--- src/rtl/adder_share_arb.sv ---
// Round-robin / fixed-priority arbiter that sequences two requesters onto one shared
// WIDTH-bit adder: grant, operand capture, add, then a one-cycle DONE pulse.
module adder_share_arb #(
  parameter int WIDTH = 8,
  parameter bit RR_EN = 1'b1
) (
  input  logic             clk,
  input  logic             rst,
  input  logic             req0,
  input  logic [WIDTH-1:0] a0,
  input  logic [WIDTH-1:0] b0,
  input  logic             req1,
  input  logic [WIDTH-1:0] a1,
  input  logic [WIDTH-1:0] b1,
  output logic             gnt0,
  output logic             gnt1,
  output logic             sel,
  output logic [WIDTH-1:0] sum,
  output logic             cout,
  output logic             done,
  output logic             done_id,
  output logic             busy
);

  typedef enum logic [1:0] {
    IDLE = 2'd0,
    LOAD = 2'd1,
    EXEC = 2'd2,
    RESP = 2'd3
  } state_t;

  state_t           state_r;
  state_t           next_state_s;
  logic             win_s;
  logic             last_r;
  logic             gnt0_s;
  logic             gnt1_s;
  logic             done_s;
  logic             busy_s;
  logic [WIDTH-1:0] mux_a_s;
  logic [WIDTH-1:0] mux_b_s;
  logic [WIDTH-1:0] opa_r;
  logic [WIDTH-1:0] opb_r;
  logic [WIDTH:0]   sum_s;

  // Next state, arbitration winner and next-cycle values of the registered outputs.
  always_comb begin
    next_state_s = state_r;
    win_s        = sel;
    gnt0_s       = 1'b0;
    gnt1_s       = 1'b0;
    done_s       = 1'b0;
    case (state_r)
      IDLE: begin
        if (req0 || req1) begin
          next_state_s = LOAD;
          if (req0 && req1) begin
            win_s = RR_EN ? ~last_r : 1'b0;
          end else begin
            win_s = req1;
          end
          gnt0_s = ~win_s;
          gnt1_s = win_s;
        end else begin
          next_state_s = IDLE;
        end
      end
      LOAD:    next_state_s = EXEC;
      EXEC: begin
        next_state_s = RESP;
        done_s       = 1'b1;
      end
      RESP:    next_state_s = IDLE;
      default: next_state_s = IDLE;
    endcase
    busy_s = (next_state_s != IDLE);
  end

  // Shared operand mux and adder.
  always_comb begin
    mux_a_s = sel ? a1 : a0;
    mux_b_s = sel ? b1 : b0;
    sum_s   = {1'b0, opa_r} + {1'b0, opb_r};
  end

  // State, operand and result registers; all outputs come straight from flops.
  always_ff @(posedge clk or posedge rst) begin
    if (rst) begin
      state_r <= IDLE;
      last_r  <= 1'b1;
      sel     <= 1'b0;
      opa_r   <= {WIDTH{1'b0}};
      opb_r   <= {WIDTH{1'b0}};
      sum     <= {WIDTH{1'b0}};
      cout    <= 1'b0;
      done    <= 1'b0;
      done_id <= 1'b0;
      gnt0    <= 1'b0;
      gnt1    <= 1'b0;
      busy    <= 1'b0;
    end else begin
      state_r <= next_state_s;
      sel     <= win_s;
      gnt0    <= gnt0_s;
      gnt1    <= gnt1_s;
      done    <= done_s;
      busy    <= busy_s;
      if (state_r == LOAD) begin
        opa_r <= mux_a_s;
        opb_r <= mux_b_s;
      end
      // Result and round-robin history advance together so SUM/DONE_ID/LAST agree.
      if (state_r == EXEC) begin
        {cout, sum} <= sum_s;
        done_id     <= sel;
        last_r      <= sel;
      end
    end
  end

endmodule

--- config.mk ---
export PLATFORM = sky130hd
export DESIGN_NAME = adder_share_arb
export DESIGN_NICKNAME = d
export VERILOG_FILES = /design/src/rtl/adder_share_arb.sv
export SDC_FILE = /design/constraint.sdc
export NUM_CORES = 1
export LEC_CHECK = 0
export ABC_CLOCK_PERIOD_IN_PS = 2800
export CORE_AREA = 2 2 67 76
export DETAILED_ROUTE_END_ITERATION = 10
export DIE_AREA = 0 0 69 78
export PLACE_DENSITY = 0.66
export SYNTH_ARGS = -nofsm -noshare
export SYNTH_HDL_FRONTEND = slang
export SYNTH_SLANG_ARGS = --single-unit
--- constraint.sdc ---
create_clock -name clk -period 2.8 [get_ports clk]
set_input_delay 0.42 -clock clk [delete_from_list [all_inputs] [get_ports clk]]
set_output_delay 0.42 -clock clk [all_outputs]
set_load 0.05 [all_outputs]
== Yosys cells after proc, flatten, opt, wreduce, memory -nomap -nowiden ==
Index checks and enable logic that the tools add are counted.

* Register bits after elaboration: 34

* Add/sub/neg operators: 1
* Equality and inequality tests: 3
* Mux-type cells: 12
* Bitwise gates (word level): 2
* Reduce and logical (&&, ||, !) cells: 5

{| class="wikitable"
|+ Operator list
! cell !! count
|-
| $mux 8 || 2
|-
| $add 8x8->9 || 1
|-
| $mux 1 || 9
|-
| $pmux 2 s4 || 1
|-
| $eq 2x2->1 const B || 2
|-
| $eq 2x1->1 const B || 1
|-
| $logic_not 2->1 || 1
|-
| $not 1->1 || 2
|-
| $reduce_and 2->1 || 1
|-
| $reduce_bool 2->1 || 1
|-
| $logic_and 1x1->1 || 1
|-
| $logic_or 1x1->1 || 1
|}

== Longest topological paths before layout ==
* Word-level depth: 7
* Mapped depth: 6
* Gate-level depth less buffers: 6

== Worst setup path before layout ==
No wires, ideal clock.

* Path type: register -> register
* Start point: reg opa_r[0]
* End point: reg sum[6]
* Data arrival time: 1703 ps
* Setup slack: 967 ps
* Cell stages (with the launch flop): 7
* Path buffers: 0
* Clock period less this slack: 1833 ps
* Path through: dfrtp_1 -> ha_1 -> fa_1 -> a211oi_1 -> o21bai_1 -> a41oi_1 -> o31ai_1

* Longest elaborated chain between the ends: 1

{| class="wikitable"
|+ Ends and longest elaborated chain
! item !! line !! text
|-
| start: declaration || 42 || <nowiki>logic [WIDTH-1:0] opa_r;</nowiki>
|-
| start signal: assignment || 92 || <nowiki>opa_r <= {WIDTH{1'b0}};</nowiki>
|-
| start signal: assignment || 109 || <nowiki>opa_r <= mux_a_s;</nowiki>
|-
| $add 8x8->9 || 83 || <nowiki>sum_s = {1'b0, opa_r} + {1'b0, opb_r};</nowiki>
|-
| end signal: assignment || 94 || <nowiki>sum <= {WIDTH{1'b0}};</nowiki>
|-
| end signal: assignment || 114 || <nowiki>{cout, sum} <= sum_s;</nowiki>
|-
| end: declaration || 18 || <nowiki>output logic [WIDTH-1:0] sum,</nowiki>
|}

Every way passes these cells.
A chain may end at the register's enable or synchronous reset.

== Final worst setup path ==
Same ends and word-level chain as after synthesis.

==> impl_metrics.toml <==
[run_status]
status = "finished, final reports clean"

[timing]
rsz0062_at_grt = "false"
fmax_mhz = 516
fin_skew_ns = 0.00592
final_max_slew_viol_count = 0
hold_violations = 0
finalCriticalPeriod_ns = 1.94
setup_violations = 0
worstMarginPinSlew_ns = 0.508
fin_setup_tns_ns = 0
setup_ws_ns = 0.863
finalCritPeriodShare_pct = 69.2
slew_headroom_pct = 66.0

[clock_tree]
cts_buffer_depth = 2
holdBufCountCts = 0
insertion_delay_ns = 0.28
clock-sinks = 34
cts_buffers = 5
post_cts_buffers = 0
htree_levels = 2
root_buffer = "clkbuf_8"
cts_tree = "done"
cts_resized = 0
clk_pin_slew_ns = 0.07

[drt]
drtIter0Drc = 55
vias = 1383
avgRoutedWirePerCell_um = 11.8
viasPerCell = 4.87
drc = 0
routed_wirelength_um = 3350
drt-pass1-iter-count = 4
ant_nets = 0

[finish]
layoutNonFillerInstCount = 284
drive_above_1_share_pct = 9.21
seqCellArea_um2 = 852
multi_input_comb_area_um2 = 871
area_delta_synth_final_pct = 36.6
fin_nets = 276
n_antenna_cell = 0
fill_cells = 437

[synthesis]
seq_area_frac_synth_pct = 47.5
synth-edff-count = 0
avgSynthCellArea_um2 = 10.4
synth_cell_types = 37
synthCells = 173
yosysWarnings = 0
synth_flop_cell = "dfrtp_1"
synth-seq-cells = 34
synth_nets = 222
async_flop_share_pct = 100
syn_area_um2 = 1790

[global_route]
grt_usage_pct = 14.4
overflow = 0
grt_max_degree = 35
use_met3_pct = 3.51
grt.busiest_layer = "met2"
grt.met2_usage_pct = 22.2
grt_first_pass_wirelength_um = 6200
first_global_vias = 1396
antenna_found_initial = 0
met1_usage_pct = 19.1

[pwr]
powerDensity_nw_per_um2 = 1330
p_leak_nw = 1.08
peakVddDrop_mv = 0.544

[placement]
post-place-ws_ns = 0.859
port_buffers = 50
hpwl_um = 2530
dp_cells = 276
place.gp.congestion = 0.731

[setup_path]
crit_start = "opa_r[0]"
cp.arrival_ns = 2.09
start_kind = "flop"
worst-path-max-fanout = 3
r2r-start = "opa_r[0]"
endpoint_kind = "flop"
crit_required_ns = 2.96
path_class = "flop to flop"

[worst_hold_path]
min_from = "sum[1]"
min_path_type = "flop to flop"

[job]
drv_cap = 0

[floorplan]
io_pins = 51
dieHeight_um = 78
die_w_um = 69
start_util_pct = 39.4
fp.coreArea_um2 = 4550
dieArea_um2 = 5380
rows = 26
==> critical path, cell delays in order, from the launching register on <==
cell and delay, ns:
dfrtp_1 0.38, ha_1 0.24, fa_1 0.43, a211oi_1 0.30
o21bai_1 0.15, a41oi_1 0.22, o31ai_1 0.09
==> layout by cell type (no fill, tap or decap), types with 2 or more instances in the layout <==
cell / netlist / layout
clkdlybuf4s50_1: 0 / 50
dfrtp_1: 33 / 33
a21oi_1: 26 / 26
nor2_1: 24 / 24
mux2i_1: 17 / 17
ha_1: 12 / 12
inv_1: 10 / 10
o21ai_0: 7 / 7
nand2_1: 6 / 6
clkbuf_8: 0 / 6
buf_4: 1 / 4
a211oi_1: 3 / 3
o22ai_1: 3 / 3
mux2_2: 2 / 2
clkbuf_1: 3 / 2
==> per-stage QoR <==
step	total power, mW	util, %	cell area (um^2)	hold WS (ns)
floorplan	2.41	-	1790	0.482
finish	3.25	53.8	2450	0.510
global route	3.58	53.8	2450	0.539
CTS	3.29	53.8	2450	0.520
global placement	2.89	51.8	2360	0.503
detailed placement	2.91	51.8	2360	0.498
==> path summary, 6_finish.rpt <==
| path | depth (start not counted) | end | slack, ns |
|---|---|---|---|
| setup / recovery | 6 | sum[6] | 0.86 |
| hold / removal | 1 | sum[1] | 0.51 |
| setup reg to reg | 6 | sum[6] | 0.86 |
| min in group asynchronous | 3 | sum[5] | 0.53 |
| max in group asynchronous | 3 | last_r | 1.94 |
| hold reg to reg | 1 | sum[1] | 0.51 |
==> Yosys cell counts (2+ instances only) <==
master | count | area [um^2]
o21ai_0 | 7 | 35.0
mux2_2 | 2 | 22.5
inv_1 | 10 | 37.5
ha_1 | 12 | 150
nand2_1 | 6 | 22.5
a21oi_1 | 26 | 130
nor2_1 | 24 | 90.1
dfrtp_1 | 33 | 826
o22ai_1 | 3 | 18.8
clkbuf_1 | 3 | 11.3
buf_2 | 3 | 15.0
a211oi_1 | 3 | 22.5
mux2i_1 | 17 | 170
==> final cells by class <==
| cell class | count | area share, % |
|---|---|---|
| Sequential cell | 34 | 34.8 |
| Inverter | 10 | 1.53 |
| Tap cell | 56 | 2.86 |
| Clock buffer | 8 | 3.68 |
| Timing Repair Buffer | 54 | 21.6 |
| Multi-Input combinational cell | 122 | 35.5 |
==> cells by family after synthesis <==
family,Yosys count,synth area share [%]
AO/OA/AOI/OAI,49,17.0
AND/OR/NAND/NOR,38,9.48
flip-flops,34,47.5
multiplexers,20,11.6
buffers and inverters,17,3.97
adder cells (fa/ha/maj),13,9.48
XOR/XNOR,2,0.976
==> report_power, final <==
group          internal, mW  switching, mW  total (mW)
Clock                 0.200          0.159       0.359
Sequential            0.746          0.128       0.874
Combinational         0.833           1.18        2.02
==> state kept, by name, summed over array words and instances, names as in the netlist <==
signal and count:
sum 8, cout 1, done 1, opa_r 8, sel 1, gnt1 1
done_id 1, opb_r 8, state_r 2, gnt0 1, busy 1, last_r 1
==> routing by layer <==
layer	share of wire, %	wire (um)
met2	45	1510
met1	49	1640
met3	3.9	129
met4	2.2	74
met5	0	0
Note: power is estimated with default switching activity, not from simulation.
